==> config.mk <==
export PLATFORM = sky130hd
export DESIGN_NAME = srs_rotation_ctrl
export DESIGN_NICKNAME = d
export VERILOG_FILES = /design/src/rtl/srs_rotation_ctrl_pkg.sv /design/src/rtl/srs_rotation_ctrl_kick.sv /design/src/rtl/srs_rotation_ctrl.sv
export SDC_FILE = /design/constraint.sdc
export NUM_CORES = 1
export LEC_CHECK = 0
export CAP_MARGIN = 20
export CORE_UTILIZATION = 45
export DETAILED_ROUTE_END_ITERATION = 12
export HOLD_SLACK_MARGIN = 0.03
export PLACE_DENSITY = 0.7
export REMOVE_ABC_BUFFERS = 1
export SLEW_MARGIN = 25
export SYNTH_ARGS = -nofsm -noshare
export SYNTH_HDL_FRONTEND = slang
export SYNTH_HIERARCHICAL = 1
export SYNTH_SLANG_ARGS = --single-unit
export TNS_END_PERCENT = 50
==> constraint.sdc <==
create_clock -name clk -period 3.5 [get_ports clk]
set_input_delay 0.7 -clock clk [delete_from_list [all_inputs] [get_ports clk]]
set_output_delay 0.7 -clock clk [all_outputs]
set_load 0.005 [all_outputs]
==> src/rtl/srs_rotation_ctrl_pkg.sv <==
// Shared game types and SRS wall-kick tables.
// Imported by the rotation engine and its kick lookup.
package srs_rotation_ctrl_pkg;

   typedef enum logic [2:0] {
      I, O, T, J, L, S, Z
   } tetromino_t;

   typedef enum logic [1:0] {
      ORIENTATION_0,
      ORIENTATION_R,
      ORIENTATION_2,
      ORIENTATION_L
   } orientation_t;

   typedef enum logic {
      DIR_CW,
      DIR_CCW
   } dir_t;

   typedef enum logic [1:0] {
      IDLE,
      REQ,
      WAIT,
      DONE
   } rot_state_t;

   localparam logic [2:0] KICK_LAST   = 3'd4;
   localparam logic [2:0] KICK_LAST_O = 3'd0;

   // Rows indexed by {from, dir}: 0CW 0CCW RCW RCCW 2CW 2CCW LCW LCCW.
   // Offsets are (dx +right, dy +up), one column per test k.
   localparam int KICK_JLSTZ_DX [8][5] = '{
      '{0, -1, -1,  0, -1},
      '{0,  1,  1,  0,  1},
      '{0,  1,  1,  0,  1},
      '{0,  1,  1,  0,  1},
      '{0,  1,  1,  0,  1},
      '{0, -1, -1,  0, -1},
      '{0, -1, -1,  0, -1},
      '{0, -1, -1,  0, -1}
   };

   localparam int KICK_JLSTZ_DY [8][5] = '{
      '{0,  0,  1, -2, -2},
      '{0,  0,  1, -2, -2},
      '{0,  0, -1,  2,  2},
      '{0,  0, -1,  2,  2},
      '{0,  0,  1, -2, -2},
      '{0,  0,  1, -2, -2},
      '{0,  0, -1,  2,  2},
      '{0,  0, -1,  2,  2}
   };

   localparam int KICK_I_DX [8][5] = '{
      '{0, -2,  1, -2,  1},
      '{0, -1,  2, -1,  2},
      '{0, -1,  2, -1,  2},
      '{0,  2, -1,  2, -1},
      '{0,  2, -1,  2, -1},
      '{0,  1, -2,  1, -2},
      '{0,  1, -2,  1, -2},
      '{0, -2,  1, -2,  1}
   };

   localparam int KICK_I_DY [8][5] = '{
      '{0,  0,  0, -1,  2},
      '{0,  0,  0,  2, -1},
      '{0,  0,  0,  2, -1},
      '{0,  0,  0,  1, -2},
      '{0,  0,  0,  1, -2},
      '{0,  0,  0, -2,  1},
      '{0,  0,  0, -2,  1},
      '{0,  0,  0, -1,  2}
   };

   function automatic logic [2:0] kick_row(
      orientation_t from_o,
      dir_t         dir
   );
      return {from_o, dir};
   endfunction

   // 2-bit wrap gives the mod-4 step in both directions.
   function automatic orientation_t rotate_orient(
      orientation_t from_o,
      dir_t         dir
   );
      logic [1:0] r;
      if (dir == DIR_CW) begin
         r = from_o + 2'd1;
      end else begin
         r = from_o - 2'd1;
      end
      return orientation_t'(r);
   endfunction

endpackage

==> src/rtl/srs_rotation_ctrl_kick.sv <==
// srs_kick_lut: combinational wall-kick offset lookup.
// In: piece_type, from_orient, dir, k. Out: signed dx (+right), dy (+up).
module srs_kick_lut
   import srs_rotation_ctrl_pkg::*;
(
   input  tetromino_t         piece_type,
   input  orientation_t       from_orient,
   input  dir_t               dir,
   input  logic [2:0]         k,
   output logic signed [3:0]  dx,
   output logic signed [3:0]  dy
);

   logic [2:0] row;

   always_comb begin
      dx  = '0;
      dy  = '0;
      row = kick_row(from_orient, dir);
      // O never kicks; k beyond the table yields no offset.
      if (piece_type != O && k <= KICK_LAST) begin
         if (piece_type == I) begin
            dx = 4'(KICK_I_DX[row][k]);
            dy = 4'(KICK_I_DY[row][k]);
         end else begin
            dx = 4'(KICK_JLSTZ_DX[row][k]);
            dy = 4'(KICK_JLSTZ_DY[row][k]);
         end
      end
   end

endmodule

==> src/rtl/srs_rotation_ctrl.sv <==
// srs_rotation_ctrl: sequential SRS rotation engine with wall kicks.
// Ports: rotate_R/L + cur_* in; chk_* handshake to checker; rot_done/new_* out.
module srs_rotation_ctrl
   import srs_rotation_ctrl_pkg::*;
#(
   parameter int COORD_W = 6
) (
   input  logic                       clk,
   input  logic                       rst,
   input  logic                       rotate_R,
   input  logic                       rotate_L,
   input  tetromino_t                 piece_type,
   input  orientation_t               cur_orientation,
   input  logic signed [COORD_W-1:0]  cur_x,
   input  logic signed [COORD_W-1:0]  cur_y,
   output logic                       chk_req,
   output orientation_t               chk_orientation,
   output logic signed [COORD_W-1:0]  chk_x,
   output logic signed [COORD_W-1:0]  chk_y,
   input  logic                       chk_ack,
   input  logic                       chk_hit,
   output logic                       busy,
   output logic                       rot_done,
   output logic                       rot_success,
   output orientation_t               new_orientation,
   output logic signed [COORD_W-1:0]  new_x,
   output logic signed [COORD_W-1:0]  new_y
);

   rot_state_t state, state_nx;

   tetromino_t                lat_type, lat_type_nx;
   orientation_t              lat_orient, lat_orient_nx;
   dir_t                      lat_dir, lat_dir_nx;
   logic signed [COORD_W-1:0] lat_x, lat_x_nx;
   logic signed [COORD_W-1:0] lat_y, lat_y_nx;
   logic [2:0]                k, k_nx;
   logic                      ok, ok_nx;

   logic                      chk_req_nx;
   orientation_t              chk_orientation_nx;
   logic signed [COORD_W-1:0] chk_x_nx, chk_y_nx;
   logic                      busy_nx;
   logic                      rot_done_nx;
   logic                      rot_success_nx;
   orientation_t              new_orientation_nx;
   logic signed [COORD_W-1:0] new_x_nx, new_y_nx;

   logic signed [3:0]         dx, dy;
   logic signed [COORD_W-1:0] dx_ext, dy_ext;
   logic signed [COORD_W-1:0] cand_x, cand_y;
   orientation_t              tgt;
   logic [2:0]                k_last;

   srs_kick_lut u_kick (
      .piece_type  (lat_type),
      .from_orient (lat_orient),
      .dir         (lat_dir),
      .k           (k),
      .dx          (dx),
      .dy          (dy)
   );

   assign dx_ext = {{(COORD_W-4){dx[3]}}, dx};
   assign dy_ext = {{(COORD_W-4){dy[3]}}, dy};
   // Kick dy is +up while board rows grow downward.
   assign cand_x = lat_x + dx_ext;
   assign cand_y = lat_y - dy_ext;
   assign tgt    = rotate_orient(lat_orient, lat_dir);
   assign k_last = (lat_type == O) ? KICK_LAST_O : KICK_LAST;

   always_ff @(posedge clk) begin
      if (rst) begin
         state <= IDLE;
      end else begin
         state <= state_nx;
      end
   end

   always_comb begin
      state_nx           = state;
      lat_type_nx        = lat_type;
      lat_orient_nx      = lat_orient;
      lat_dir_nx         = lat_dir;
      lat_x_nx           = lat_x;
      lat_y_nx           = lat_y;
      k_nx               = k;
      ok_nx              = ok;
      chk_req_nx         = chk_req;
      chk_orientation_nx = chk_orientation;
      chk_x_nx           = chk_x;
      chk_y_nx           = chk_y;
      busy_nx            = busy;
      rot_done_nx        = 1'b0;
      rot_success_nx     = rot_success;
      new_orientation_nx = new_orientation;
      new_x_nx           = new_x;
      new_y_nx           = new_y;

      unique case (state)
         IDLE: begin
            if (rotate_R ^ rotate_L) begin
               lat_type_nx   = piece_type;
               lat_orient_nx = cur_orientation;
               lat_dir_nx    = rotate_R ? DIR_CW : DIR_CCW;
               lat_x_nx      = cur_x;
               lat_y_nx      = cur_y;
               k_nx          = 3'd0;
               state_nx      = REQ;
            end
         end
         REQ: begin
            chk_req_nx         = 1'b1;
            busy_nx            = 1'b1;
            chk_orientation_nx = tgt;
            chk_x_nx           = cand_x;
            chk_y_nx           = cand_y;
            state_nx           = WAIT;
         end
         WAIT: begin
            if (chk_ack && chk_req) begin
               chk_req_nx = 1'b0;
               if (!chk_hit) begin
                  ok_nx    = 1'b1;
                  state_nx = DONE;
               end else if (k == k_last) begin
                  ok_nx    = 1'b0;
                  state_nx = DONE;
               end else begin
                  k_nx     = k + 3'd1;
                  state_nx = REQ;
               end
            end
         end
         DONE: begin
            // chk_* still hold the last candidate here.
            rot_done_nx    = 1'b1;
            busy_nx        = 1'b0;
            rot_success_nx = ok;
            if (ok) begin
               new_orientation_nx = chk_orientation;
               new_x_nx           = chk_x;
               new_y_nx           = chk_y;
            end else begin
               new_orientation_nx = lat_orient;
               new_x_nx           = lat_x;
               new_y_nx           = lat_y;
            end
            state_nx = IDLE;
         end
         default: state_nx = IDLE;
      endcase
   end

   always_ff @(posedge clk) begin
      if (rst) begin
         lat_type        <= I;
         lat_orient      <= ORIENTATION_0;
         lat_dir         <= DIR_CW;
         lat_x           <= '0;
         lat_y           <= '0;
         k               <= '0;
         ok              <= 1'b0;
         chk_req         <= 1'b0;
         chk_orientation <= ORIENTATION_0;
         chk_x           <= '0;
         chk_y           <= '0;
         busy            <= 1'b0;
         rot_done        <= 1'b0;
         rot_success     <= 1'b0;
         new_orientation <= ORIENTATION_0;
         new_x           <= '0;
         new_y           <= '0;
      end else begin
         lat_type        <= lat_type_nx;
         lat_orient      <= lat_orient_nx;
         lat_dir         <= lat_dir_nx;
         lat_x           <= lat_x_nx;
         lat_y           <= lat_y_nx;
         k               <= k_nx;
         ok              <= ok_nx;
         chk_req         <= chk_req_nx;
         chk_orientation <= chk_orientation_nx;
         chk_x           <= chk_x_nx;
         chk_y           <= chk_y_nx;
         busy            <= busy_nx;
         rot_done        <= rot_done_nx;
         rot_success     <= rot_success_nx;
         new_orientation <= new_orientation_nx;
         new_x           <= new_x_nx;
         new_y           <= new_y_nx;
      end
   end

endmodule

==> impl_metrics.tcl <==
set metrics [dict create \
    drt-total-wl_um 7240 \
    fin_setup_tns_ps 0 \
    clock_insertion_delay_worst_skew_ps 320 \
    port-buffer-count 54 \
    max_cap_viol_count 0 \
    tritoncts "built" \
    num_vias 2770 \
    grtUsageTotal 0.214 \
    grt_start_max_net_pins 37 \
    switching_share 0.299 \
    cell_internal_pwr_mw 1.05 \
    timing.hold.worst_endpoint "new_orientation[1]" \
    synth_compound_area_frac 0.212 \
    holdBufCountCts 0 \
    start_kind "flop" \
    nets 462 \
    timing.max_slew.rel_slack 0.313 \
    max_freq_mhz 320 \
    diodes 0 \
    cts_post_setup_buffers_inserted 0 \
    hold_path.class "flop to flop" \
    post_synth_main_area_contributors "sky130_fd_sc_hd__dfxtp_1 36%, sky130_fd_sc_hd__nand2_1 8.1%, sky130_fd_sc_hd__ha_1 8.1%" \
    initial_core_util 0.476 \
    synth_top_cell_area_share 0.363 \
    multi_input_area_mm2 0.00178 \
    grt_remaining_overflow 0 \
    design.portCount 55 \
    rows 29 \
    chipHeight_um 84.9 \
    holdCritStartpoint "new_orientation[1]" \
    crit_fanout 7 \
    critical_path_class "flop to flop" \
    antenna_violating_nets_post_route 0 \
    drt_pass1_iterations 11 \
    regToRegStartpoint "lat_orient[0]" \
    yosysUniqueCellTypes 47 \
    synth_xor_area_frac 0.0312 \
    area_used_by_sequential_logic_in_the_layout_mm2 0.00112 \
    n_fill_cell 623 \
    routability_congestion_estimate_from_global_placement 0.867 \
    worst_pin_slew_ps 1030 \
    failed_checks "DRC" \
    number_of_standard_cells_in_the_layout_taps_in_and_fillers_out 495 \
    drive_above_1_share 0.0478 \
    peakVddDrop_mv 0.282 \
    vias_in_the_first_global_route 2741 \
    die_width_um 84.9 \
    r2r.worst_path.cells 12 \
    cts.sinks 56 \
    hpwl_um 5020 \
    worst-endpoint-arrival_ps 3340 \
    fp.coreArea_mm2 0.00649 \
    dp_cells 487 \
    tritoncts.num_buffers 5 \
    root_buffer "sky130_fd_sc_hd__clkbuf_8" \
    synthesis.instances 375 \
    cp.required_ps 3710 \
    skew_ps 8.77 \
    die_area_mm2 0.00720 \
    synthesis_stage_register_bit_count 56 \
    post_synth_and_or_nand_nor_area_fraction 0.183 \
    drt-vias-per-instance 5.60 \
    grt_pass1_wl_um 12400 \
    clk_transition_reported_paths_ps 100 \
    period_needed_ps 3120 \
    p_clk_frac 0.288 \
    synth-adder-area-share 0.0940 \
    rsz_0062_raised_after_global_routing "no" \
    timing.final.crit_share 0.892 \
    post_synth.cell_area_avg_um2 8.24 \
    max_slew_vio_count 0 \
    pwr-share-comb 0.231 \
    regToRegSetupSlack_ps 380 \
    status "finished with violations" \
    yosys.area.top_type "sky130_fd_sc_hd__dfxtp_1" \
    static-leakage-power_nw 1.39 \
    ctsResizeCount 0 \
    seq_power_share 0.482 \
    grt_antenna_before_repair 0 \
    clock_tree.htree_level_count 2 \
    number_of_synthesized_flops_with_an_enable_pin 0 \
    synth.cell_area_mm2 0.00309 \
    maximum_clock_path_buffer_count 2 \
    min_path_cells 2 \
    synth.mux.area_fraction 0.0567 \
    ys_seq_area_frac 0.363 \
    area_growth_syn_to_layout_pct 21.4 \
    setup_viol_count_final 0 \
    worst_r2r_endpoint "chk_y[4]" \
    drt_iter0_drc 115 \
    synthesis.yosys.warnings 6 \
    cp-end-kind "flop" \
    hold_viol 0 \
    final_total_pwr_mw 1.50 \
    dominant_combinational_cell_family_by_area_after_synthesis "compound AO/OA/AOI/OAI gates" \
    drc 4 \
    async_reset_ff_frac 0 \
    p_per_area_mw_per_mm2 399 \
    synth_ff_type "sky130_fd_sc_hd__dfxtp_1" \
    route.detailed.wl_per_inst_um 14.6 \
    power.net_switching_mw 0.447 \
]
==> worst max-delay path, stage by stage (launching register included) <==
cell                      delay [ps]
sky130_fd_sc_hd__dfxtp_1         470
sky130_fd_sc_hd__inv_1           150
sky130_fd_sc_hd__ha_1            400
sky130_fd_sc_hd__or4_1           490
sky130_fd_sc_hd__a21o_1          180
sky130_fd_sc_hd__a21oi_2         130
sky130_fd_sc_hd__ha_1            170
sky130_fd_sc_hd__inv_1            60
sky130_fd_sc_hd__fa_1            400
sky130_fd_sc_hd__a21o_1          180
sky130_fd_sc_hd__a21oi_1         170
sky130_fd_sc_hd__xor2_1          150
sky130_fd_sc_hd__o21ai_0          80
==> how the worst max path moves through the flow <==
stage / start / endpoint / slack, ps
after floorplan: lat_orient[0] / chk_y[4] / 620
final: lat_orient[0] / chk_y[4] / 380
after global placement: lat_orient[0] / chk_y[4] / 500
after CTS: lat_orient[0] / chk_y[4] / 370
after detailed placement: lat_orient[0] / chk_y[4] / 380
after global routing: lat_orient[0] / chk_y[4] / 110
==> flip-flops by register name, indices dropped and copies added, names as in the netlist, 2 cells and up <==
name	count
new_y	6
lat_x	6
chk_orientation	2
lat_type	3
new_orientation	2
lat_orient	2
lat_y	6
state	2
k	3
new_x	6
chk_x	6
chk_y	6
==> metrics by stage <==
| step | instance area (µm²) | setup slack, ps | util | hold slack, ps |
|---|---|---|---|---|
| 2_1_floorplan | 2970 | 622 | - | 443 |
| 3_3_place_gp | 3640 | 497 | 0.560 | 434 |
| 3_5_place_dp | 3640 | 383 | 0.560 | 441 |
| 4_1_cts | 3750 | 366 | 0.578 | 465 |
| 5_1_grt | 3750 | 108 | 0.578 | 489 |
| 6_report | 3750 | 377 | 0.578 | 456 |
==> metal layers <==
layer  part of all wire  global-route usage  vias to the layer above  wire [µm]
met5                  0                   0                        -          0
met2               0.47               0.373                       73       3430
li1                   -                   -                     1394          -
met1               0.47               0.277                     1294       3370
met4              0.011              0.0555                        0         77
met3              0.049              0.0370                        9        354
==> logic make-up after synthesis <==
group / Yosys count
adders and majority gates: 22
and+or+nand+nor: 125
DFF: 56
AOI/OAI and AO/OA: 104
muxes: 17
xor gates and xnor gates: 11
buffers and inverters: 40
==> cell type report <==
| type | instances | share of cell area |
|---|---|---|
| flip-flops and latches | 56 | 0.299 |
| clock inverters | 3 | 0.0113 |
| clock buffers | 5 | 0.0183 |
| inverters | 16 | 0.0160 |
| repair buffers | 59 | 0.154 |
| well taps | 77 | 0.0257 |
| multi-input cells | 279 | 0.476 |
==> power groups by stage <==
stage          combinational (mW)  sequential, mW  clock, mW
2_1_floorplan               0.211           0.727          0
3_3_place_gp                0.333           0.735          0
3_5_place_dp                0.342           0.736          0
4_1_cts                     0.346           0.722      0.440
5_1_grt                     0.387           0.729      0.463
6_report                    0.345           0.721      0.431
==> cell usage in the layout, fill, tap and decap left out, types with 6 or more instances in the layout <==
cell type,n
sky130_fd_sc_hd__clkdlybuf4s50_1,54
sky130_fd_sc_hd__xnor2_1,6
sky130_fd_sc_hd__dfxtp_1,56
sky130_fd_sc_hd__a21oi_1,36
sky130_fd_sc_hd__a211oi_1,6
sky130_fd_sc_hd__nand2_1,67
sky130_fd_sc_hd__a211o_1,6
sky130_fd_sc_hd__a21o_1,7
sky130_fd_sc_hd__nor2_1,17
sky130_fd_sc_hd__nor3_1,9
sky130_fd_sc_hd__o21ai_0,22
sky130_fd_sc_hd__mux2i_1,16
sky130_fd_sc_hd__ha_1,20
sky130_fd_sc_hd__a31oi_1,6
sky130_fd_sc_hd__inv_1,16
sky130_fd_sc_hd__nand3_1,7
==> Yosys cell counts, types with 2 or more instances <==
master / number
sky130_fd_sc_hd__fa_1: 2
sky130_fd_sc_hd__buf_2: 9
sky130_fd_sc_hd__a21o_1: 7
sky130_fd_sc_hd__a211o_1: 6
sky130_fd_sc_hd__nand2_1: 67
sky130_fd_sc_hd__xnor2_1: 6
sky130_fd_sc_hd__a31oi_1: 6
sky130_fd_sc_hd__clkbuf_1: 9
sky130_fd_sc_hd__dfxtp_1: 56
sky130_fd_sc_hd__xor2_1: 5
sky130_fd_sc_hd__nor3_1: 9
sky130_fd_sc_hd__nand4_1: 5
sky130_fd_sc_hd__a21oi_1: 36
sky130_fd_sc_hd__buf_4: 6
sky130_fd_sc_hd__and3_1: 2
sky130_fd_sc_hd__nor2_1: 17
sky130_fd_sc_hd__nor2b_1: 5
sky130_fd_sc_hd__or3_1: 2
sky130_fd_sc_hd__nand3_1: 7
sky130_fd_sc_hd__nor4_1: 2
sky130_fd_sc_hd__a21oi_2: 2
sky130_fd_sc_hd__o31ai_1: 3
sky130_fd_sc_hd__a211oi_1: 6
sky130_fd_sc_hd__ha_1: 20
sky130_fd_sc_hd__o21ai_0: 22
sky130_fd_sc_hd__o21a_1: 4
sky130_fd_sc_hd__inv_1: 16
sky130_fd_sc_hd__mux2i_1: 16
sky130_fd_sc_hd__nand2b_1: 4
(Power assumes the default switching activity.)
